[config.mk]
export PLATFORM = sky130hd
export DESIGN_NAME = mmio_hub
export DESIGN_NICKNAME = d
export VERILOG_FILES = /design/src/rtl/mmio_hub_pkg.sv /design/src/rtl/mmio_timer.sv /design/src/rtl/mmio_hub.sv
export SDC_FILE = /design/constraint.sdc
export NUM_CORES = 1
export LEC_CHECK = 0
export ABC_AREA = 1
export BUFFER_PORTS_ARGS = -buffer_cell sky130_fd_sc_hd__buf_2
export CAP_MARGIN = 30
export CORE_MARGIN = 1.5
export CORE_UTILIZATION = 56
export DETAILED_ROUTE_END_ITERATION = 12
export PLACE_DENSITY_LB_ADDON = 0.05
export REMOVE_ABC_BUFFERS = 1
export SYNTH_ARGS = -nofsm -noshare
export SYNTH_HDL_FRONTEND = slang
export SYNTH_HIERARCHICAL = 1
export SYNTH_SLANG_ARGS = --single-unit
[constraint.sdc]
create_clock -name clk -period 3.5 [get_ports clk]
set_input_delay 0.175 -clock clk [delete_from_list [all_inputs] [get_ports clk]]
set_output_delay 0.175 -clock clk [all_outputs]
set_load 0.01 [all_outputs]
[src/rtl/mmio_hub_pkg.sv]
// Shared definitions for the MMIO hub: address windows and timer register map.
package mmio_hub_pkg;

  typedef enum logic [3:0] {
    WIN_MEM = 4'd0,
    WIN_LED = 4'd1,
    WIN_SEG = 4'd2,
    WIN_SW  = 4'd3,
    WIN_TMR = 4'd4
  } win_e;

  localparam logic [1:0] TMR_LOAD   = 2'd0;
  localparam logic [1:0] TMR_CTRL   = 2'd1;
  localparam logic [1:0] TMR_STATUS = 2'd2;
  localparam logic [1:0] TMR_COUNT  = 2'd3;

  localparam int CTRL_EN_BIT    = 0;
  localparam int CTRL_AUTO_BIT  = 1;
  localparam int STATUS_EXP_BIT = 0;

  // The window is selected by the top nibble of the processor address.
  function automatic logic [3:0] window_of(input logic [15:0] addr);
    return addr[15:12];
  endfunction

endpackage

[src/rtl/mmio_timer.sv]
// Programmable interval timer: LOAD/CTRL/STATUS/COUNT registers, prescaler and tick logic.
module mmio_timer
  import mmio_hub_pkg::*;
#(
  parameter int TIMER_W  = 16,
  parameter int PRESCALE = 50000
) (
  input  logic        clk,
  input  logic        rst,
  input  logic        wr_en_i,
  input  logic [1:0]  addr_i,
  input  logic [15:0] wdata_i,
  output logic [15:0] rdata_o,
  output logic        irq_o
);

  localparam int PW = (PRESCALE > 1) ? $clog2(PRESCALE) : 1;
  localparam logic [PW-1:0] PRESC_MAX = PW'(PRESCALE - 1);

  logic [TIMER_W-1:0] load_q, load_d;
  logic [TIMER_W-1:0] count_q, count_d;
  logic [PW-1:0]      presc_q, presc_d;
  logic               en_q, en_d;
  logic               auto_q, auto_d;
  logic               exp_q, exp_d;
  logic               ctrl_wr;
  logic               tick;
  logic               unused_wdata;

  assign unused_wdata = ^wdata_i;
  assign irq_o = exp_q;

  // Next-state: a CTRL write overrides any tick in the same cycle; expiry beats a STATUS clear.
  always_comb begin
    load_d  = load_q;
    count_d = count_q;
    presc_d = presc_q;
    en_d    = en_q;
    auto_d  = auto_q;
    exp_d   = exp_q;
    ctrl_wr = wr_en_i && (addr_i == TMR_CTRL);
    tick    = en_q && (presc_q == PRESC_MAX);

    if (wr_en_i && (addr_i == TMR_LOAD))
      load_d = wdata_i[TIMER_W-1:0];
    if (wr_en_i && (addr_i == TMR_STATUS) && wdata_i[STATUS_EXP_BIT])
      exp_d = 1'b0;
    if (en_q)
      presc_d = tick ? '0 : presc_q + 1'b1;

    if (ctrl_wr) begin
      en_d   = wdata_i[CTRL_EN_BIT];
      auto_d = wdata_i[CTRL_AUTO_BIT];
      if (wdata_i[CTRL_EN_BIT] && !en_q) begin
        count_d = load_q;
        presc_d = '0;
      end
    end else if (tick) begin
      if (count_q == '0) begin
        exp_d = 1'b1;
        if (auto_q) count_d = load_q;
        else        en_d    = 1'b0;
      end else begin
        count_d = count_q - 1'b1;
      end
    end
  end

  // Timer state register, cleared asynchronously even mid-count.
  always_ff @(posedge clk or posedge rst) begin
    if (rst) begin
      load_q  <= '0;
      count_q <= '0;
      presc_q <= '0;
      en_q    <= 1'b0;
      auto_q  <= 1'b0;
      exp_q   <= 1'b0;
    end else begin
      load_q  <= load_d;
      count_q <= count_d;
      presc_q <= presc_d;
      en_q    <= en_d;
      auto_q  <= auto_d;
      exp_q   <= exp_d;
    end
  end

  // Register read port; the hub registers this to give one-cycle read latency.
  always_comb begin
    rdata_o = '0;
    case (addr_i)
      TMR_LOAD:   rdata_o = 16'(load_q);
      TMR_CTRL:   rdata_o = {14'd0, auto_q, en_q};
      TMR_STATUS: rdata_o = {15'd0, exp_q};
      TMR_COUNT:  rdata_o = 16'(count_q);
      default:    rdata_o = '0;
    endcase
  end

endmodule

[src/rtl/mmio_hub.sv]
// MMIO hub: address decode, LED/seg7/switch registers and the registered read-data mux.
module mmio_hub
  import mmio_hub_pkg::*;
#(
  parameter int LED_W    = 9,
  parameter int SW_W     = 9,
  parameter int N_DIGITS = 6,
  parameter int TIMER_W  = 16,
  parameter int PRESCALE = 50000
) (
  input  logic                  clk,
  input  logic                  rst,
  input  logic [15:0]           ADDR,
  input  logic [15:0]           DOUT,
  input  logic                  W,
  output logic [15:0]           DIN,
  input  logic [15:0]           mem_q,
  output logic                  mem_wren,
  input  logic [SW_W-1:0]       SW,
  output logic [LED_W-1:0]      LEDR,
  output logic [7*N_DIGITS-1:0] HEX,
  output logic                  tmr_irq
);

  logic [3:0]      win;
  logic [2:0]      digit;
  logic [LED_W-1:0] led_q;
  logic [6:0]      seg_q [N_DIGITS];
  logic [SW_W-1:0] sync1_q, sync2_q, sw_q;
  logic [15:0]     rdata_d, rdata_q;
  logic [15:0]     tmr_rdata;
  logic [6:0]      seg_rd;
  logic            mem_sel_q;
  logic            unused_addr;

  assign win         = window_of(ADDR);
  assign digit       = ADDR[2:0];
  assign unused_addr = ^ADDR[11:3];
  assign mem_wren    = W && (win == WIN_MEM);
  assign LEDR        = led_q;
  assign DIN         = mem_sel_q ? mem_q : rdata_q;

  mmio_timer #(
    .TIMER_W  (TIMER_W),
    .PRESCALE (PRESCALE)
  ) u_timer (
    .clk     (clk),
    .rst     (rst),
    .wr_en_i (W && (win == WIN_TMR)),
    .addr_i  (ADDR[1:0]),
    .wdata_i (DOUT),
    .rdata_o (tmr_rdata),
    .irq_o   (tmr_irq)
  );

  // LED register loads the low bits of the write data.
  always_ff @(posedge clk or posedge rst) begin
    if (rst)                        led_q <= '0;
    else if (W && (win == WIN_LED)) led_q <= DOUT[LED_W-1:0];
  end

  // Digit pattern storage; writes to non-existent digits fall through the loop.
  always_ff @(posedge clk or posedge rst) begin
    if (rst) begin
      for (int i = 0; i < N_DIGITS; i++) seg_q[i] <= '0;
    end else if (W && (win == WIN_SEG)) begin
      for (int i = 0; i < N_DIGITS; i++)
        if (digit == 3'(i)) seg_q[i] <= DOUT[6:0];
    end
  end

  // Segments are active-low, so an all-zero pattern blanks the digit.
  for (genvar g = 0; g < N_DIGITS; g++) begin : g_hex
    assign HEX[7*g +: 7] = ~seg_q[g];
  end

  // Two-flop synchroniser for the raw switches followed by the sampled register.
  always_ff @(posedge clk or posedge rst) begin
    if (rst) begin
      sync1_q <= '0;
      sync2_q <= '0;
      sw_q    <= '0;
    end else begin
      sync1_q <= SW;
      sync2_q <= sync1_q;
      sw_q    <= sync2_q;
    end
  end

  // Peripheral read data for the current address; unmapped digits and windows read zero.
  always_comb begin
    seg_rd = '0;
    for (int i = 0; i < N_DIGITS; i++)
      if (digit == 3'(i)) seg_rd = seg_q[i];
    rdata_d = '0;
    case (win)
      WIN_LED: rdata_d = 16'(led_q);
      WIN_SEG: rdata_d = {9'd0, seg_rd};
      WIN_SW:  rdata_d = 16'(sw_q);
      WIN_TMR: rdata_d = tmr_rdata;
      default: rdata_d = '0;
    endcase
  end

  // Register window select and peripheral data to match the memory's read latency.
  always_ff @(posedge clk or posedge rst) begin
    if (rst) begin
      mem_sel_q <= 1'b0;
      rdata_q   <= '0;
    end else begin
      mem_sel_q <= (win == WIN_MEM);
      rdata_q   <= rdata_d;
    end
  end

endmodule

## Yosys cells after proc, flatten, opt, wreduce, memory -nomap -nowiden

Index checks and enable logic that the tools add are counted.

- Add/sub/neg operators: 2
- Eq/ne operators: 16
- Muxes and demuxes: 26
- Bitwise logic cells: 6
- Reductions and logical operators: 25

Operators with widths:

| operator | count |
|---|---|
| two-way mux 16 bit | 10 |
| case mux 16 bit (4 select lines) | 2 |
| two-way mux 7 bit | 6 |
| NOT 7 bit | 6 |
| adder 16 x 1 -> 16 bit (second input constant) | 1 |
| equality test 16 bit (second input constant) | 1 |
| logical NOT 16 bit | 1 |
| subtractor 16 x 1 -> 16 bit (second input constant) | 1 |
| AND reduction 2 bit | 6 |
| logical AND 1 bit | 10 |
| equality test 4 x 2 -> 1 bit (second input constant) | 2 |
| two-way mux 1 bit | 8 |
| equality test 3 x 2 -> 1 bit (second input constant) | 2 |
| equality test 3 bit (second input constant) | 2 |
| AND reduction 3 bit | 2 |
| equality test 2 bit (second input constant) | 2 |
| equality test 4 x 1 -> 1 bit (second input constant) | 1 |
| equality test 4 x 3 -> 1 bit (second input constant) | 1 |
| logical NOT 4 bit | 1 |
| inequality test 2 bit (second input constant) | 2 |
| nonzero test 2 bit | 2 |
| equality test 3 x 1 -> 1 bit (second input constant) | 1 |
| logical NOT 3 bit | 1 |
| inequality test 3 x 1 -> 1 bit (second input constant) | 1 |
| 3 further kinds | 3 |

- Register bits after elaboration: 146
- Bits of input ports: 60
- Output and inout bits: 69
- Word-level logic and storage cells: 93

## Longest topological paths before layout

- Word-level depth: 8
- Gate-level depth with buffers: 13
- Depth with buffers taken out: 11

## Modules after synthesis

Netlist, hierarchy kept.

By module, submodules not included:

| module | instances | cells an instance | area each (µm²) | sequential area each (µm²) |
|---|---|---|---|---|
| mmio_hub | 1 | 452 | 4161.5 | 2377.3 |
| mmio_timer | 1 | 455 | 3159.3 | 1276.2 |

## Least setup slack after synthesis

Ideal clock, no wire load.

- Kind: input to register
- From: in ADDR[12]
- To: reg u_timer.count_q[5]
- Setup time: 0.065 ns
- Arrival: 1.587 ns
- Required time: 3.435 ns
- Slack: 1.848 ns
- Stages: 13
- Path buffers: 2
- Path through: nor2_1 nand3_1 buf_2 nor2_1 nand2_4 inv_2 nand2_2 nand2_2 nand2_4 buf_6 inv_4 nand2_1 nand2_1

- Word-level cells in the longest chain between the ends: 5

Ends and longest elaborated chain:

| element | line | RTL |
|---|---|---|
| start: declaration | mmio_hub.sv:13 | `input logic [15:0] ADDR,` |
| equality test 4 x 3 -> 1 bit (*) | mmio_hub.sv:49 | `.wr_en_i (W && (win == WIN_TMR)),` |
| logical AND 1 bit (*) | mmio_hub.sv:49 |  |
| logical AND 1 bit (*) | mmio_timer.sv:41 | `ctrl_wr = wr_en_i && (addr_i == TMR_CTRL);` |
| inequality test 3 x 1 -> 1 bit (no line), or another cell as far along | -- |  |
| AND reduction 3 bit (no line) | -- |  |
| end signal: assignment | mmio_timer.sv:80 | `count_q <= count_d;` |
| end: declaration | mmio_timer.sv:21 | `logic [TIMER_W-1:0] count_q, count_d;` |

Mark *: on every way between the ends. The rest lies on a longest branch, timed or not.
A chain may end at the register's enable or synchronous reset.

## Worst setup path in the final report

- From: in ADDR[12]
- To: reg u_timer.count_q[9]

The elaborated chain is that of the path after synthesis.

==> run summary <==
Run status - complete, no violations
FF-to-FF Start - u_timer/count_q[0]$_DFFE_PP0P_
Power Internal - 3.496 mW
ANT cells - 0
Die span in x - 117.3 um
Post-route clock skew - 0.005016 ns
Count of synthesis-stage warnings from yosys - 6
Relative slew slack - 50.05%
Element type at the critical path end - flip-flop
Ys flop type - sky130_fd_sc_hd__dfrtp_1
Area of the placeable core - 12,670 um2
Worst path most repeated cell - sky130_fd_sc_hd__nor2_1
Capture point of the critical path - u_timer/count_q[9]$_DFFE_PP0P_
Layout fillers - 1,090
Effective utilization at floorplan - 57.78%
Comb power frac - 22.8%
Average vias per placed instance - 5.216
Worst slew pin tran - 0.7492 ns
Global-route wire length before repair - 30.28 mm
Routed wirelength normalized by instance count - 15.03 um
Worst supply voltage drop on vdd - 398.4 uV
Later-pin clock latency in the skew report - 0.42 ns
Final net count - 1,102
Remaining DRCs - 0
Detailed Route Iter0 Violations - 436
Netlist cell types - 40
Met3 Wirelength - 1.272 mm
Cell with the biggest individual delay on the critical path - sky130_fd_sc_hd__dlygate4sd3_1
Number of max-slew violations in the final report - 0
Dominant cells by area after synthesis - sky130_fd_sc_hd__dfrtp_1, sky130_fd_sc_hd__nand2_1, sky130_fd_sc_hd__inv_1
Total net switching power - 1.583 mW
Largest driver fanout on the critical path - 21
Critical path's largest stage delay - 0.54 ns
Final wirelength - 18.40 mm
Synthesized cell area - 7321 um2
HPWL after detailed placement - 12.87 mm
Placer Congestion - 0.8834
Start point of the critical path - ADDR[12]
Area leader, netlist - sky130_fd_sc_hd__dfrtp_1
RSZ-0062 raised after global routing - false
Clock slew seen by the registers of the worst setup and hold paths - 0.06 ns
Proportion of power drawn by the clock network - 38.1%
Worst reg-to-reg setup slack - 1.58 ns
Endpoint of the worst-slack reg-to-reg timing path - u_timer/count_q[9]$_DFFE_PP0P_
Post-layout min period - 2.310 ns
Cell Pwr Density - 576.5 nW/um2
#FFs+latches synth - 146
Final setup slack of the worst path - 1.190 ns
Final worst-path cycle share - 65.99%
EDFF count, synth - 0
Number of maximum-capacitance constraint violations - 0
Worst-case clock buffer depth - 2
Clock H-tree levels - 4
Switching part of the total - 31.16%
Area of all sequential standard cells - 3654 um2
Total power - 5.079 mW
List of cells traversed by the critical path - dlygate4sd3_1, buf_2, nor2_1, nand3_1, buf_4, nor2_1, nand2_4, nand2_2, inv_2, nor2_1, nor2_1, nand2_1, nand2_1
Total iterations of the first detailed-routing run - 5
Io pins - 129
Worst-case reg-to-reg path depth - 11
Highest metal used - met4
Fraction of final layout cells sized beyond drive strength 1 - 21.01%
Share of the synthesized area in the top cell type - 49.91%
Filler-free cell count of the finished design - 1,224
Largest net degree at the start of global routing - 44
Met2 wirelength from detailed routing - 8.411 mm
TritonCTS clock tree - done
Antenna violations before repair - 0
Syn avg cell area - 8.071 um2
Synth top cells by count - sky130_fd_sc_hd__nand2_1, sky130_fd_sc_hd__dfrtp_1, sky130_fd_sc_hd__inv_1, sky130_fd_sc_hd__nor2_1, sky130_fd_sc_hd__o21ai_0
Number of global-route vias before repair - 6,095
Die area - 13,770 um2
Worst slack, placed - 1.208 ns
CTS root buffer - sky130_fd_sc_hd__clkbuf_16
Path class of the lowest-slack min-delay path - input pin to flip-flop
Most repeated cell in the gate-level netlist after synthesis - sky130_fd_sc_hd__nand2_1
Clock buffers created by TritonCTS - 17
Sinks on Clock Net - 146
Cts repair resizes - 0
Cell leakage power - 4.529 nW
Number of failing setup endpoints in the final timing report - 0
Crit path arrival time - 2.62 ns
Final hold viol count - 0
Type of element launching the critical path - input pin
Share of synthesized flip-flops with an asynchronous set or reset - 100.0%
Remaining global-route overflow - 0
Wire length the detailed router placed on met1 - 8.333 mm
ANT nets after route - 0
Utilization after layout - 69.53%
Sequential-to-total area share from yosys stat - 49.91%
Multi-input combinational cell area - 2995 um2
Synth Instances - 907
Count of buffers inserted at the top-level ports - 119
Total negative slack - 0 ns
Path type of the worst setup path - input pin to flip-flop
Maximum clock rate - 433.0 MHz
Sequential Power Share - 39.1%
FP Rows - 41
Area added between synthesis and finish - 20.34%
Worst endpoint required time - 3.81 ns
GRT Util Overall - 27.94%
Die Span Y - 117.3 um
Number of cells in the design after placement - 1,176
Number of vias after detailed routing - 6,384
==> cell families (layout without fill, tap and decap cells) <==
| kind of cell | Yosys count | in the layout | share of synthesized area [%] |
|---|---|---|---|
| simple gates | 437 | 437 | 26.94 |
| mux | 16 | 16 | 2.461 |
| compound gates | 134 | 134 | 9.810 |
| fa+ha+maj | 3 | 3 | 0.5128 |
| xor+xnor | 10 | 10 | 1.196 |
| buf+inv | 161 | 306 | 9.178 |
| flops | 146 | 146 | 49.91 |
==> critical path: cells and delay by family <==
family / cells / cell delay (ns)
simple gates: 9 / 1.34
buf+inv: 4 / 1.09
==> state kept, by name, summed over array words and instances, names as in the netlist <==
signal / cells
LEDR: 9
sync2_q: 9
rdata_q: 16
u_timer/count_q: 16
seg_q: 42
u_timer/en_q: 1
mem_sel_q: 1
u_timer/irq_o: 1
sw_q: 9
u_timer/presc_q: 16
sync1_q: 9
u_timer/auto_q: 1
u_timer/load_q: 16
==> per-stage QoR <==
stage / hold slack (ns) / area, um2
global placement: 0.2717 / 8001
detailed placement: 0.2768 / 8001
floorplan: 0.2064 / 7158
finish: 0.001344 / 8810
global route: 0.003628 / 8810
CTS: 0.0009639 / 8782
==> per-layer routing <==
metal / vias up / GRT usage (%)
li1: 3138 / -
met1: 3006 / 38.82
met2: 213 / 44.19
met3: 27 / 5.885
met4: 0 / 8.642
met5: - / 0
==> final cells by class <==
| type | count | area share, % |
|---|---|---|
| clock buffer | 23 | 5.425 |
| sequential | 146 | 41.47 |
| timing repair buffer | 139 | 9.118 |
| multi-input combinational | 600 | 34.00 |
| inverter | 135 | 5.809 |
| tap | 172 | 2.443 |
| clock inverter | 9 | 1.733 |
==> layout by cell type, fill, tap and decap left out, drive strengths merged, types with 4 or more instances in the layout <==
cell,instances
o21ai,81
xor2,9
dfrtp,146
nor3b,4
nand3,47
mux2,16
o22ai,10
dlygate4sd3,15
nor3,14
nand2,243
clkbuf,23
nand4,17
buf,124
a21oi,40
inv,134
nor2,108
bufinv,4
==> repair_timing <==
| item | in CTS | in global routing |
|---|---|---|
| buffers inserted | 0 | 0 |
| hold buffers | 15 | 0 |
| hold endpoints to repair | 85 | 0 |
==> how the worst min path moves through the flow <==
stage / slack [ns] / endpoint / start / cells after the start
6_report: 0.001 / u_timer/load_q[14]$_DFFE_PP0P_ / DOUT[14] / 3
5_1_grt: 0.004 / u_timer/load_q[14]$_DFFE_PP0P_ / DOUT[14] / 3
4_1_cts: 0.001 / u_timer/load_q[14]$_DFFE_PP0P_ / DOUT[14] / 3
3_5_place_dp: 0.28 / seg_q[35]$_DFFE_PP0P_ / rst / 2
3_3_place_gp: 0.27 / seg_q[35]$_DFFE_PP0P_ / rst / 2
2_1_floorplan: 0.21 / sync1_q[0]$_DFF_PP0_ / SW[0] / 0
==> power by group through the flow <==
stage	Combinational, mW	Clock, mW	Sequential [mW]
final	1.16	1.94	1.98
after global routing	1.31	2.03	2.00
after CTS	1.15	1.95	1.98
after detailed placement	1.13	0	2.01
after global placement	1.11	0	2.00
after floorplan	0.803	0	1.98
(Power assumes the default switching activity.)
